<file path="src/rtl/mmio_timer_pkg.sv">
// ============================================================================
// mmio_timer_pkg : shared constants and encodings for the memory-mapped timer
// Revision       : 1.0
// ============================================================================
`default_nettype none

package mmio_timer_pkg;

    // Byte offsets within the 32-byte window (addr[4:0])
    localparam logic [4:0] OFF_MTIME_LO    = 5'h00;
    localparam logic [4:0] OFF_MTIME_HI    = 5'h04;
    localparam logic [4:0] OFF_MTIMECMP_LO = 5'h08;
    localparam logic [4:0] OFF_MTIMECMP_HI = 5'h0C;
    localparam logic [4:0] OFF_CTRL        = 5'h10;
    localparam logic [4:0] OFF_STATUS      = 5'h14;

    typedef enum logic [1:0] {
        SIZE_BYTE    = 2'b00,
        SIZE_HALF    = 2'b01,
        SIZE_WORD    = 2'b10,
        SIZE_ILLEGAL = 2'b11
    } op_size_e;

    typedef enum logic [2:0] {
        FAULT_NONE           = 3'd0,
        FAULT_LOAD_MISALIGN  = 3'd4,
        FAULT_LOAD_ACCESS    = 3'd5,
        FAULT_STORE_MISALIGN = 3'd6,
        FAULT_STORE_ACCESS   = 3'd7
    } fault_e;

    localparam int CTRL_EN_BIT      = 0;
    localparam int CTRL_IE_BIT      = 1;
    localparam int CTRL_DIV_LSB     = 8;
    localparam int STATUS_MATCH_BIT = 0;

endpackage

`default_nettype wire

</file>
<file path="src/rtl/mmio_timer_if.sv">
// ============================================================================
// mmio_timer_if : data-memory request/response port plus interrupt level
// Revision      : 1.0
// ============================================================================
`default_nettype none

interface mmio_timer_if;
    logic        enable_n;
    logic        is_write;
    logic        is_unsigned;
    logic [1:0]  op_size;
    logic [31:0] addr;
    logic [31:0] in;
    logic [31:0] out;
    logic [2:0]  fault_num;
    logic        irq;

    modport master (
        output enable_n, is_write, is_unsigned, op_size, addr, in,
        input  out, fault_num, irq
    );

    modport slave (
        input  enable_n, is_write, is_unsigned, op_size, addr, in,
        output out, fault_num, irq
    );
endinterface

`default_nettype wire

</file>
<file path="src/rtl/mmio_lane_align.sv">
// ============================================================================
// mmio_lane_align : load lane extract/extend and store byte-enable merge
// Revision        : 1.0
// ============================================================================
`default_nettype none

module mmio_lane_align
    import mmio_timer_pkg::*;
(
    input  wire logic [1:0]  op_size,
    input  wire logic [1:0]  lane,
    input  wire logic        is_unsigned,
    input  wire logic [31:0] rd_word,
    input  wire logic [31:0] wr_data,
    output logic      [31:0] ld_data,
    output logic      [31:0] st_merged,
    output logic      [31:0] st_aligned,
    output logic      [3:0]  st_be
);

    logic [31:0] shifted;

    always_comb begin
        shifted    = rd_word >> {lane, 3'b000};
        ld_data    = rd_word;
        st_aligned = wr_data;
        st_be      = 4'b1111;
        case (op_size)
            SIZE_BYTE: begin
                ld_data    = is_unsigned ? {24'd0, shifted[7:0]}
                                         : {{24{shifted[7]}}, shifted[7:0]};
                st_aligned = {4{wr_data[7:0]}};
                st_be      = 4'b0001 << lane;
            end
            SIZE_HALF: begin
                ld_data    = is_unsigned ? {16'd0, shifted[15:0]}
                                         : {{16{shifted[15]}}, shifted[15:0]};
                st_aligned = {2{wr_data[15:0]}};
                st_be      = lane[1] ? 4'b1100 : 4'b0011;
            end
            default: ;
        endcase
        // Replicated data lets the byte enables alone pick the lanes
        for (int b = 0; b < 4; b++) begin
            st_merged[8*b +: 8] = st_be[b] ? st_aligned[8*b +: 8] : rd_word[8*b +: 8];
        end
    end

endmodule

`default_nettype wire

</file>
<file path="src/rtl/mmio_timer.sv">
// ============================================================================
// mmio_timer : 64-bit machine timer with compare interrupt on the data port
// Revision   : 1.0
// ============================================================================
`default_nettype none

module mmio_timer
    import mmio_timer_pkg::*;
#(
    parameter int PRESCALE_BITS = 8
) (
    input  wire logic     clk,
    input  wire logic     reset_n,
    mmio_timer_if.slave   bus
);

    localparam logic [2:0] IDX_MTIME_LO    = OFF_MTIME_LO[4:2];
    localparam logic [2:0] IDX_MTIME_HI    = OFF_MTIME_HI[4:2];
    localparam logic [2:0] IDX_MTIMECMP_LO = OFF_MTIMECMP_LO[4:2];
    localparam logic [2:0] IDX_MTIMECMP_HI = OFF_MTIMECMP_HI[4:2];
    localparam logic [2:0] IDX_CTRL        = OFF_CTRL[4:2];
    localparam logic [2:0] IDX_STATUS      = OFF_STATUS[4:2];

    logic [63:0]              mtime_q, mtime_d;
    logic [63:0]              mtimecmp_q, mtimecmp_d;
    logic                     ctrl_en_q, ctrl_en_d;
    logic                     ctrl_ie_q, ctrl_ie_d;
    logic [PRESCALE_BITS-1:0] ctrl_div_q, ctrl_div_d;
    logic [PRESCALE_BITS-1:0] pcnt_q, pcnt_d;
    logic                     match_q, match_d;
    logic                     irq_q, irq_d;
    logic [31:0]              out_q, out_d;
    logic [2:0]               fault_q, fault_d;

    logic [2:0]  word_idx;
    logic        access;
    logic [2:0]  fault_code;
    logic [31:0] rd_word;
    logic [31:0] ctrl_word;
    logic [31:0] ld_data;
    logic [31:0] st_merged;
    logic [31:0] st_aligned;
    logic [3:0]  st_be;
    logic        st_ok;
    logic        cmp;
    logic        tick;
    logic        status_clr;
    logic        unused_addr;

    assign word_idx    = bus.addr[4:2];
    assign access      = ~bus.enable_n;
    assign unused_addr = ^bus.addr[31:5];

    always_comb begin
        fault_code = FAULT_NONE;
        if (bus.op_size == SIZE_ILLEGAL) begin
            fault_code = bus.is_write ? FAULT_STORE_ACCESS : FAULT_LOAD_ACCESS;
        end else if ((bus.op_size == SIZE_HALF && bus.addr[0]) ||
                     (bus.op_size == SIZE_WORD && bus.addr[1:0] != 2'b00)) begin
            fault_code = bus.is_write ? FAULT_STORE_MISALIGN : FAULT_LOAD_MISALIGN;
        end else if (word_idx > IDX_STATUS) begin
            fault_code = bus.is_write ? FAULT_STORE_ACCESS : FAULT_LOAD_ACCESS;
        end
    end

    always_comb begin
        ctrl_word                                  = '0;
        ctrl_word[CTRL_EN_BIT]                     = ctrl_en_q;
        ctrl_word[CTRL_IE_BIT]                     = ctrl_ie_q;
        ctrl_word[CTRL_DIV_LSB +: PRESCALE_BITS]   = ctrl_div_q;
    end

    always_comb begin
        rd_word = '0;
        case (word_idx)
            IDX_MTIME_LO:    rd_word = mtime_q[31:0];
            IDX_MTIME_HI:    rd_word = mtime_q[63:32];
            IDX_MTIMECMP_LO: rd_word = mtimecmp_q[31:0];
            IDX_MTIMECMP_HI: rd_word = mtimecmp_q[63:32];
            IDX_CTRL:        rd_word = ctrl_word;
            IDX_STATUS:      rd_word = {31'd0, match_q};
            default:         rd_word = '0;
        endcase
    end

    mmio_lane_align u_lane_align (
        .op_size     (bus.op_size),
        .lane        (bus.addr[1:0]),
        .is_unsigned (bus.is_unsigned),
        .rd_word     (rd_word),
        .wr_data     (bus.in),
        .ld_data     (ld_data),
        .st_merged   (st_merged),
        .st_aligned  (st_aligned),
        .st_be       (st_be)
    );

    assign st_ok      = access & bus.is_write & (fault_code == FAULT_NONE);
    assign cmp        = (mtime_q >= mtimecmp_q);
    assign tick       = ctrl_en_q & (pcnt_q == ctrl_div_q);
    // Clear only when the store actually covers byte 0 and carries a 1 in bit 0
    assign status_clr = st_ok & (word_idx == IDX_STATUS) & st_be[0] & st_aligned[STATUS_MATCH_BIT];

    always_comb begin
        mtime_d    = tick ? mtime_q + 64'd1 : mtime_q;
        mtimecmp_d = mtimecmp_q;
        ctrl_en_d  = ctrl_en_q;
        ctrl_ie_d  = ctrl_ie_q;
        ctrl_div_d = ctrl_div_q;
        pcnt_d     = (!ctrl_en_q || tick) ? '0 : pcnt_q + 1'b1;
        if (st_ok) begin
            case (word_idx)
                IDX_MTIME_LO:    mtime_d             = {mtime_q[63:32], st_merged};
                IDX_MTIME_HI:    mtime_d             = {st_merged, mtime_q[31:0]};
                IDX_MTIMECMP_LO: mtimecmp_d[31:0]    = st_merged;
                IDX_MTIMECMP_HI: mtimecmp_d[63:32]   = st_merged;
                IDX_CTRL: begin
                    ctrl_en_d  = st_merged[CTRL_EN_BIT];
                    ctrl_ie_d  = st_merged[CTRL_IE_BIT];
                    ctrl_div_d = st_merged[CTRL_DIV_LSB +: PRESCALE_BITS];
                    pcnt_d     = '0;
                end
                default: ;
            endcase
        end
        match_d = cmp | (match_q & ~status_clr);
        irq_d   = ctrl_ie_q & cmp;
    end

    always_comb begin
        out_d   = out_q;
        fault_d = fault_q;
        if (access) begin
            fault_d = fault_code;
            if (fault_code != FAULT_NONE) begin
                out_d = '0;
            end else if (!bus.is_write) begin
                out_d = ld_data;
            end
        end
    end

    always_ff @(posedge clk) begin
        if (!reset_n) begin
            mtime_q    <= '0;
            mtimecmp_q <= '1;
            ctrl_en_q  <= 1'b0;
            ctrl_ie_q  <= 1'b0;
            ctrl_div_q <= '0;
            pcnt_q     <= '0;
            match_q    <= 1'b0;
            irq_q      <= 1'b0;
            out_q      <= '0;
            fault_q    <= '0;
        end else begin
            mtime_q    <= mtime_d;
            mtimecmp_q <= mtimecmp_d;
            ctrl_en_q  <= ctrl_en_d;
            ctrl_ie_q  <= ctrl_ie_d;
            ctrl_div_q <= ctrl_div_d;
            pcnt_q     <= pcnt_d;
            match_q    <= match_d;
            irq_q      <= irq_d;
            out_q      <= out_d;
            fault_q    <= fault_d;
        end
    end

    assign bus.out       = out_q;
    assign bus.fault_num = fault_q;
    assign bus.irq       = irq_q;

endmodule

`default_nettype wire

</file>
<file path="src/flat_wrapper.sv">
// flat-port wrapper written by rule: the top's interface ports become plain ports
module mmio_timer_flat import mmio_timer_pkg::*;
#(
    parameter int PRESCALE_BITS = 8
)
  (clk, reset_n, bus_enable_n, bus_is_write, bus_is_unsigned, bus_op_size, bus_addr, bus_in, bus_out, bus_fault_num, bus_irq);
  mmio_timer_if bus_i ();
  input  wire logic clk;
  input  wire logic reset_n;
  input wire logic [$bits(bus_i.enable_n)-1:0] bus_enable_n;
  input wire logic [$bits(bus_i.is_write)-1:0] bus_is_write;
  input wire logic [$bits(bus_i.is_unsigned)-1:0] bus_is_unsigned;
  input wire logic [$bits(bus_i.op_size)-1:0] bus_op_size;
  input wire logic [$bits(bus_i.addr)-1:0] bus_addr;
  input wire logic [$bits(bus_i.in)-1:0] bus_in;
  output wire logic [$bits(bus_i.out)-1:0] bus_out;
  output wire logic [$bits(bus_i.fault_num)-1:0] bus_fault_num;
  output wire logic [$bits(bus_i.irq)-1:0] bus_irq;
  assign bus_i.enable_n = bus_enable_n;
  assign bus_i.is_write = bus_is_write;
  assign bus_i.is_unsigned = bus_is_unsigned;
  assign bus_i.op_size = bus_op_size;
  assign bus_i.addr = bus_addr;
  assign bus_i.in = bus_in;
  assign bus_out = bus_i.out;
  assign bus_fault_num = bus_i.fault_num;
  assign bus_irq = bus_i.irq;
  mmio_timer #(.PRESCALE_BITS(PRESCALE_BITS)) u_core (.clk(clk), .reset_n(reset_n), .bus(bus_i));
endmodule
</file>
<file path="config.mk">
export PLATFORM = sky130hd
export DESIGN_NAME = mmio_timer_flat
export DESIGN_NICKNAME = d
export VERILOG_FILES = /design/src/rtl/mmio_timer_pkg.sv /design/src/rtl/mmio_timer_if.sv /design/src/rtl/mmio_lane_align.sv /design/src/rtl/mmio_timer.sv /design/src/flat_wrapper.sv
export SDC_FILE = /design/constraint.sdc
export NUM_CORES = 1
export LEC_CHECK = 0
export ABC_AREA = 0
export BUFFER_PORTS_ARGS = -buffer_cell sky130_fd_sc_hd__buf_2
export CORE_MARGIN = 8
export CORE_UTILIZATION = 40
export DETAILED_ROUTE_END_ITERATION = 10
export PLACE_DENSITY = 0.59
export SYNTH_ARGS = -nofsm -noshare
export SYNTH_HDL_FRONTEND = slang
export SYNTH_SLANG_ARGS = --single-unit
export TNS_END_PERCENT = 1
</file>
<file path="constraint.sdc">
create_clock -name clk -period 7.1 [get_ports clk]
set_clock_uncertainty 0.2 [all_clocks]
set_input_delay 1.42 -clock clk [delete_from_list [all_inputs] [get_ports clk]]
set_output_delay 1.42 -clock clk [all_outputs]
set_load 0.005 [all_outputs]
</file>
==> results of run 1 <==
sequential cells by signal, summed over array words and instances, names as in the netlist:
signal / count
u_core.mtime_q: 64
u_core.ctrl_ie_q: 1
u_core.pcnt_q: 8
u_core.bus.irq: 1
u_core.mtimecmp_q: 64
u_core.ctrl_en_q: 1
u_core.ctrl_div_q: 8
u_core.bus.fault_num: 3
u_core.match_q: 1
u_core.bus.out: 32
metrics by stage:
step                setup WS (ns)  cell area, um2  hold slack (ns)  total power (uW)
global route                 2.46           13400            0.256              2410
global placement             2.38           12800            0.226              1370
floorplan                    3.48           12300            0.233              1260
detailed placement           2.43           12800            0.225              1370
finish                       2.78           13400            0.233              2340
CTS                          2.84           13400            0.237              2340
power by group through the flow:
| stage | clock, uW | combinational, uW | sequential [uW] |
|---|---|---|---|
| after floorplan | 0 | 186 | 1070 |
| after global placement | 0 | 293 | 1070 |
| after detailed placement | 0 | 293 | 1070 |
| after CTS | 997 | 294 | 1050 |
| after global routing | 1040 | 319 | 1050 |
| final | 988 | 300 | 1050 |
logic make-up (layout without fill, tap and decap cells):
group                      count (synthesis)  after routing  share of synthesized area
DFF                                      183            183                      0.298
buffers and inverters                    181            205                     0.0631
xor gates and xnor gates                  14             14                    0.00997
muxes                                     90             90                     0.0970
adders and majority gates                 66             66                     0.0672
AOI/OAI and AO/OA                        443            443                      0.252
and+or+nand+nor                          511            511                      0.213
cell usage after synthesis, types with 25 or more instances:
cell type / n
a21oi_1: 112
and2_1: 27
and3_1: 25
clkbuf_1: 71
dfxtp_1: 183
ha_1: 66
inv_1: 79
mux2i_1: 55
nand2_1: 176
nand3_1: 38
nand4_1: 27
nor2_1: 103
o211ai_1: 70
o21ai_0: 60
critical path, stage by stage:
cell	delay, ns
buf_2	0.44
buf_4	0.41
and3b_1	0.20
o21ai_0	0.14
a2111oi_0	0.47
nor3_1	0.12
o21a_1	0.18
nor2_1	0.86
a221o_1	0.23
per-layer routing:
layer  GRT usage  up-vias  share of wire
met5           0        -              0
met4      0.0909        0          0.032
met3      0.0434       84          0.085
met2       0.383      533           0.45
met1       0.333     5705           0.44
li1            -     5601              -
worst max path at each step:
stage	to	slack [ns]
3_3_place_gp	u_core.bus.out[24]$_SDFFE_PN0P_	2.38
2_1_floorplan	u_core.mtime_q[62]$_SDFFE_PN0P_	3.48
6_report	u_core.bus.out[24]$_SDFFE_PN0P_	2.78
3_5_place_dp	u_core.bus.out[24]$_SDFFE_PN0P_	2.43
5_1_grt	u_core.bus.out[24]$_SDFFE_PN0P_	2.46
4_1_cts	u_core.bus.out[24]$_SDFFE_PN0P_	2.84
cell type report:
cell class | instances | area [um2] | share of cell area
Clock buffer | 19 | 453 | 0.0337
Clock inverter | 13 | 135 | 0.0101
Inverter | 80 | 300 | 0.0224
Multi-Input combinational cell | 1124 | 7880 | 0.587
Sequential cell | 183 | 3660 | 0.273
Tap cell | 396 | 495 | 0.0369
Timing Repair Buffer | 93 | 503 | 0.0375
==> flow_summary.ini, run 1 <==
[worst_setup_path]
cp-start-kind = input port
crit_path_end_kind = flop
worstPathMaxFanout = 24
ff2ff_setup_slack_ns = 3.58
reg2reg_to = u_core.bus.irq$_SDFF_PN0_
ff2ff_path_depth = 8
rr_startpoint = u_core.mtime_q[42]$_SDFFE_PN0P_
critPathKind = in -> reg
worstPathArrival_ns = 4.51
startpoint = bus_addr[2]
worstPathRequired_ns = 7.29

[drt]
drt_iter0_markers = 1204
detail_route.first_pass.iterations = 6
wirelength_mm = 45.4
antenna_left = 0
route.vias.total = 11900
vias_per_cell = 6.25
drc_errors = 0
wire_per_inst_um = 23.8

[timing]
period_share = 0.609
setup_viol = 0
fmaxAchievable_mhz = 231
period_needed_ns = 4.32
hold_viol = 0
rsz0062_at_grt = false
max_slew_margin = 0.218
tightestPinTransition_ns = 1.14
finalSetupTns_ns = 0
slew_violations = 0

[power]
swShare = 0.296
internal_power_uw = 1650
combPwrFrac = 0.128
power.share.clock = 0.422
switching_power_uw = 692
leakage_uw = 0.00598
peakVddDrop_v = 0.000128
p_per_area_nw_per_um2 = 174
pwr-share-seq = 0.449

[placed_design]
hpwl_mm = 33.7
port_buffers = 79
gp_congestion = 0.934
dp.cells = 1876

[logic_synthesis]
seq_area_frac_synth = 0.298
synthesis.instances = 1488
ys.flop_type = dfxtp_1
ys.warnings.count = 0
ys_async_sr_fraction = 0
synth_edf_count = 0
synth_nets = 1625
syn_area_per_cell_um2 = 8.26
syn-cell-area_um2 = 12300
post_synth_main_area_contributors = dfxtp_1, ha_1, nand2_1, a21oi_1, mux2i_1
synth-seq-cells = 183
yosys.cell_types.count = 93
synth_top_area_frac = 0.298
yosysTopAreaCell = dfxtp_1

[global_routing]
grt_first_pass_wirelength_mm = 68.8
antenna_found_initial = 0
grt_pass1_vias = 11000
groute.usage.overall = 0.245
grt_max_degree = 84
overflow = 0

[floorplan]
core_um2 = 30400
dieHeight_um = 191
rows = 64
ios = 107
die_w_um = 191
die_area_um2 = 36600
start_util = 0.404

[final_layout]
post-route-util = 0.441
final_common_cell = dfxtp_1
diodes = 0
final_nets = 1636
synthToLayoutAreaGrowth_pct = 9.23
fin_cells = 1908
n_fill_cell = 3025
final_cell_mix = dfxtp_1, nand2_1, a21oi_1, nor2_1, inv_1
layout-drive-gt1-share = 0.134

[clock_network]
ctsHtreeMaxLevel = 4
cts_inserted_buffers = 17
path_clk_slew_ns = 0.07
cts_tree = yes
root_buffer = clkbuf_16
cts_buffer_depth = 2
cts_setup_buffers = 0
cts-resized-gates = 0
clock_sinks = 183
cts_hold_buffers = 0
clk_latency_ns = 0.45

[run]
maxCapViolations = 0

[min_path]
holdPathEnd = u_core.bus.out[1]$_SDFFE_PN0P_
min_path_cells = 2
min_path_type = reg -> reg
worstHoldStart = u_core.bus.out[1]$_SDFFE_PN0P_

[run_status]
status = finished, final reports clean
(Power assumes the default switching activity.)
==> run 2: changes to the inputs <==
--- a/config.mk
+++ b/config.mk
@@ -5,7 +5,7 @@
 export SDC_FILE = /design/constraint.sdc
 export NUM_CORES = 1
 export LEC_CHECK = 0
-export ABC_AREA = 0
+export ABC_AREA = 1
 export BUFFER_PORTS_ARGS = -buffer_cell sky130_fd_sc_hd__buf_2
 export CORE_MARGIN = 8
 export CORE_UTILIZATION = 40
==> constraint.sdc (replaced) <==
create_clock -name clk -period 4.48 [get_ports clk]
set_clock_uncertainty 0.2 [all_clocks]
set_input_delay 0.896 -clock clk [delete_from_list [all_inputs] [get_ports clk]]
set_output_delay 0.896 -clock clk [all_outputs]
set_load 0.005 [all_outputs]
==> run 2 against run 1 <==
  * The run now ends with max-capacitance violations left
  * Flip-flop and latch count stayed put
  * Core utilization rose by 0.62 points
  * Worst setup slack got worse by 1.7 ns
  * Die area increased by 8.1%
  * First-iteration DRC count is 25% higher
==> flow_summary.ini, run 2 <==
[clock_network]
clock_sinks = 183
clk_latency_ns = 0.47
cts_tree = yes
cts_hold_buffers = 0
cts_buffer_depth = 2
cts_setup_buffers = 0
ctsHtreeMaxLevel = 4
cts-resized-gates = 0
path_clk_slew_ns = 0.07
cts_inserted_buffers = 17
root_buffer = clkbuf_16

[final_layout]
final_nets = 2379
final_cell_mix = nand2_1, inv_1, a21oi_1, nor2_1, dfxtp_1
layout-drive-gt1-share = 0.0816
final_area_um2 = 14900
synthToLayoutAreaGrowth_pct = 11.3
post-route-util = 0.447
diodes = 0
final_common_cell = nand2_1

[logic_synthesis]
ys.flop_type = dfxtp_1
synth_most_common_cell = nand2_1
synthesis.instances = 2200
ys_top_cells_by_count = nand2_1, inv_1, a21oi_1
syn_area_per_cell_um2 = 6.08
ys.warnings.count = 0
seq_area_frac_synth = 0.274
synth_top_area_frac = 0.274
synth_edf_count = 0
synth-seq-cells = 183
yosys.cell_types.count = 48
syn-cell-area_um2 = 13400
post_synth_main_area_contributors = dfxtp_1, nand2_1, a21oi_1, inv_1, ha_1
ys_async_sr_fraction = 0
synth_nets = 2337
yosysTopAreaCell = dfxtp_1

[timing]
setup_viol = 0
rsz0062_at_grt = false
hold_slack_ns = 0.262
finalSetupTns_ns = 0
slew_violations = 0
period_needed_ns = 3.37
hold_viol = 0
fmaxAchievable_mhz = 297
tightestPinTransition_ns = 1.46
max_slew_margin = 0.0149
period_share = 0.752

[drt]
route.vias.total = 15100
drc_errors = 0
antenna_left = 0
vias_per_cell = 5.60
drt_iter0_markers = 1503
wirelength_mm = 58.9
detail_route.first_pass.iterations = 6
wire_per_inst_um = 21.8

[run_status]
failed_checks = max-capacitance violations
status = complete, but fails checks

[placed_design]
gp_congestion = 1.07
placed_area_um2 = 14200
hpwl_mm = 46.3
port_buffers = 79

[worst_setup_path]
worstPathRequired_ns = 4.62
crit_path_end_kind = flop
critPathKind = in -> reg
cp-start-kind = input port
worstPathMaxFanout = 40
worstPathArrival_ns = 3.51

[power]
power.total_uw = 4000
peakVddDrop_v = 0.000287
leakage_uw = 0.00673
p_per_area_nw_per_um2 = 268

[global_routing]
antenna_found_initial = 0
overflow = 0
grt_pass1_vias = 13700
grt_first_pass_wirelength_mm = 86.3
groute.usage.overall = 0.292
grt_max_degree = 67

[floorplan]
dieHeight_um = 199
ios = 107
core_um2 = 33300
rows = 67
start_util = 0.402
die_area_um2 = 39600
die_w_um = 199

[run]
maxCapViolations = 1

[min_path]
min_path_type = reg -> reg
==> run 2: logic make-up (layout without fill, tap and decap cells) <==
family / count (synthesis) / count (layout) / synth area share
flip-flops: 183 / 183 / 0.274
AO/OA/AOI/OAI: 506 / 506 / 0.205
buffers and inverters: 373 / 428 / 0.110
XOR/XNOR: 29 / 29 / 0.0190
AND/OR/NAND/NOR: 1043 / 1043 / 0.330
adder cells (fa/ha/maj): 66 / 66 / 0.0617
==> run 2: layout make-up <==
type / instances / area, um2
multi-input combinational: 1644 / 8240
fill: 3682 / 18400
sequential: 183 / 3660
timing repair buffer: 114 / 696
clock buffer: 22 / 474
clock inverter: 10 / 190
tap: 448 / 561
inverter: 282 / 1060
==> run 2: where the power goes <==
group          switching [uW]  internal, uW
clock network             732          1040
registers                30.0          1650
logic                     398           141
==> run 2: worst paths after layout <==
check	startpoint	to	slack, ns	depth (start not counted)
worst max-delay path	bus_op_size[1]	u_core.mtime_q[63]$_SDFFE_PN0P_	1.11	9
worst min-delay path	u_core.bus.fault_num[2]$_SDFFE_PN0N_	u_core.bus.fault_num[2]$_SDFFE_PN0N_	0.26	2
worst max register to register	u_core.mtime_q[1]$_SDFFE_PN0P_	u_core.mtime_q[44]$_SDFFE_PN0P_	1.41	11
worst min register to register	u_core.bus.fault_num[2]$_SDFFE_PN0N_	u_core.bus.fault_num[2]$_SDFFE_PN0N_	0.26	2
==> run 2: through the flow <==
stage / worst slack, ns / instances
6_report: 1.11 / 2703
5_1_grt: 0.959 / 2703
4_1_cts: 1.20 / 2703
3_5_place_dp: 0.728 / 2671
3_3_place_gp: 0.732 / 2671
2_1_floorplan: 1.84 / 2200
==> run 2: critical path, stage by stage <==
cell and delay (ns):
buf_2 0.21, buf_4 0.41, a21oi_1 0.09, o21ai_0 0.13
inv_1 0.15, o21ai_0 1.15, a21oi_1 0.23, nand2_1 0.14
a21oi_1 0.07
==> run 2: layer usage <==
metal | global-route usage | vias to the layer above | wire (um)
met3 | 0.0558 | 118 | 4580
met2 | 0.458 | 652 | 26300
met1 | 0.382 | 7019 | 25200
met5 | 0 | - | 0
met4 | 0.142 | 0 | 2830
li1 | - | 7349 | -
==> run 3: changes to the inputs <==
--- a/config.mk
+++ b/config.mk
@@ -5,12 +5,12 @@
 export SDC_FILE = /design/constraint.sdc
 export NUM_CORES = 1
 export LEC_CHECK = 0
-export ABC_AREA = 1
+export ABC_AREA = 0
 export BUFFER_PORTS_ARGS = -buffer_cell sky130_fd_sc_hd__buf_2
 export CORE_MARGIN = 8
 export CORE_UTILIZATION = 40
 export DETAILED_ROUTE_END_ITERATION = 10
-export PLACE_DENSITY = 0.59
+export PLACE_DENSITY = 0.61
 export SYNTH_ARGS = -nofsm -noshare
 export SYNTH_HDL_FRONTEND = slang
 export SYNTH_SLANG_ARGS = --single-unit
==> constraint.sdc (replaced) <==
create_clock -name clk -period 2.7 [get_ports clk]
set_clock_uncertainty 0.2 [all_clocks]
set_input_delay 0.54 -clock clk [delete_from_list [all_inputs] [get_ports clk]]
set_output_delay 0.54 -clock clk [all_outputs]
set_load 0.005 [all_outputs]
==> run 3 against run 2 <==
  * The flow now finishes without violations
  * Via count shrank 11%
  * Sequential share of layout area shrank 1.9 points
  * Routed wire length shrank 14%
  * Final area grew 8.5%
  * Die area shrank 7.5%
==> flow_summary.ini, run 3 (synthesis gave the netlist of run 1 again) <==
[placed_design]
hpwl_mm = 39.5
post-place-ws_ns = -0.249
dp.cells = 2198
gp_congestion = 0.963
port_buffers = 79

[power]
power.total_uw = 6530
combPwrFrac = 0.167
internal_power_uw = 4600
switching_power_uw = 1930
swShare = 0.295
pwr-share-seq = 0.422
leakage_uw = 0.00767
power.share.clock = 0.411
peakVddDrop_v = 0.000404
p_per_area_nw_per_um2 = 404

[clock_network]
ctsHtreeMaxLevel = 4
path_clk_slew_ns = 0.08
root_buffer = clkbuf_16
cts_buffer_depth = 2
cts_tree = yes
cts_inserted_buffers = 17
cts_setup_buffers = 0
clk_latency_ns = 0.45
clock_sinks = 183

[drt]
drt_iter0_markers = 1227
antenna_left = 0
vias_per_cell = 6.03
wire_per_inst_um = 22.7
route.vias.total = 13400
wirelength_mm = 50.5
drc_errors = 0
detail_route.first_pass.iterations = 6

[worst_setup_path]
critPathKind = reg -> reg
worstPathRequired_ns = 2.82
cp-start-kind = flop
worstPathArrival_ns = 2.78
crit_path_end_kind = flop
worstPathMaxFanout = 2

[min_path]
min_path_type = reg -> reg

[timing]
slew_violations = 0
setup_viol = 0
period_share = 0.983
hold_slack_ns = 0.231
hold_viol = 0
tightestPinTransition_ns = 0.647
timing.final.ws_setup_ns = 0.0469
finalSetupTns_ns = 0
period_needed_ns = 2.65
rsz0062_at_grt = true
max_slew_margin = 0.564
fmaxAchievable_mhz = 377

[global_routing]
groute.usage.overall = 0.273
grt_pass1_vias = 12900
overflow = 0
grt_first_pass_wirelength_mm = 76.7
antenna_found_initial = 0
grt_max_degree = 62

[floorplan]
dieHeight_um = 191
start_util = 0.404
die_area_um2 = 36600
rows = 64
core_um2 = 30400
ios = 107
die_w_um = 191

[final_layout]
synthToLayoutAreaGrowth_pct = 31.5
fin_cells = 2230
layout-drive-gt1-share = 0.298
final_common_cell = buf_4
n_fill_cell = 2850
final_nets = 1958
diodes = 0
final_cell_mix = buf_4, dfxtp_1, nand2_1, a21oi_1, nor2_1

[run_status]
status = finished, final reports clean

[run]
maxCapViolations = 0
==> run 3: cell types whose count changed in the layout (fill, tap and decap cells not counted), sizes merged, moves of 22 or more <==
cell    delta
buf      +301
and2      +26
mux4      +22
nand3     -98
o21ai    -122
nor2     -101
and3      +24
nand2    -418
inv      -195
o22ai     -55
o211ai    +39
mux2i     +55
a21oi    -103
nor3      -29
==> run 3: worst paths after layout <==
kind	start	to	slack, ns	cells after the start
worst max-delay path	u_core.mtime_q[0]$_SDFFE_PN0P_	u_core.match_q$_SDFF_PN0_	0.05	10
worst min-delay path	u_core.bus.out[7]$_SDFFE_PN0P_	u_core.bus.out[7]$_SDFFE_PN0P_	0.23	2
worst max register to register	u_core.mtime_q[0]$_SDFFE_PN0P_	u_core.match_q$_SDFF_PN0_	0.05	10
worst min register to register	u_core.bus.out[7]$_SDFFE_PN0P_	u_core.bus.out[7]$_SDFFE_PN0P_	0.23	2
==> run 3: power groups by stage <==
stage / Clock [uW] / Sequential, uW / Combinational [uW]
floorplan: 0 / 2820 / 490
global placement: 0 / 2810 / 1060
detailed placement: 0 / 2820 / 1060
CTS: 2720 / 2750 / 1060
global route: 2820 / 2760 / 1150
finish: 2680 / 2750 / 1090
==> run 3: per-layer routing <==
layer,part of all wire,track usage,vias to the layer above,routed length (um)
met5,0,0,-,0
met4,0.046,0.123,0,2340
met3,0.086,0.0547,124,4360
met2,0.45,0.434,625,22600
met1,0.42,0.354,6442,21200
li1,-,-,6252,-
==> run 3: area by class of cell <==
type / count / area, um2 / area share
multi-input combinational: 1124 / 8020 / 0.496
inverter: 80 / 300 / 0.0186
sequential: 183 / 3670 / 0.227
clock inverter: 15 / 185 / 0.0115
clock buffer: 17 / 425 / 0.0263
timing repair buffer: 415 / 3070 / 0.190
tap: 396 / 495 / 0.0307
==> run 3: critical path, stage by stage (launching register included) <==
cell	delay [ns]
dfxtp_1	0.35
inv_1	0.05
ha_1	0.26
nand2b_1	0.15
a211oi_1	0.27
or3_1	0.15
a41oi_1	0.14
buf_4	0.19
o311ai_1	0.39
a31o_4	0.27
a31oi_1	0.10
==> run 3: stage by stage <==
step           area [um2]  utilization
2_1_floorplan       12300            -
3_3_place_gp        15400        0.506
3_5_place_dp        15400        0.506
4_1_cts             16000        0.527
5_1_grt             16200        0.531
6_report            16200        0.531
==> run 3: timing repair <==
item / CTS / global route
gates cloned: 0 / 0
gates resized for setup: 6 / 27
setup endpoints to repair: 9 / 35
hold buffers: 0 / 0
pin swaps: 1 / 9
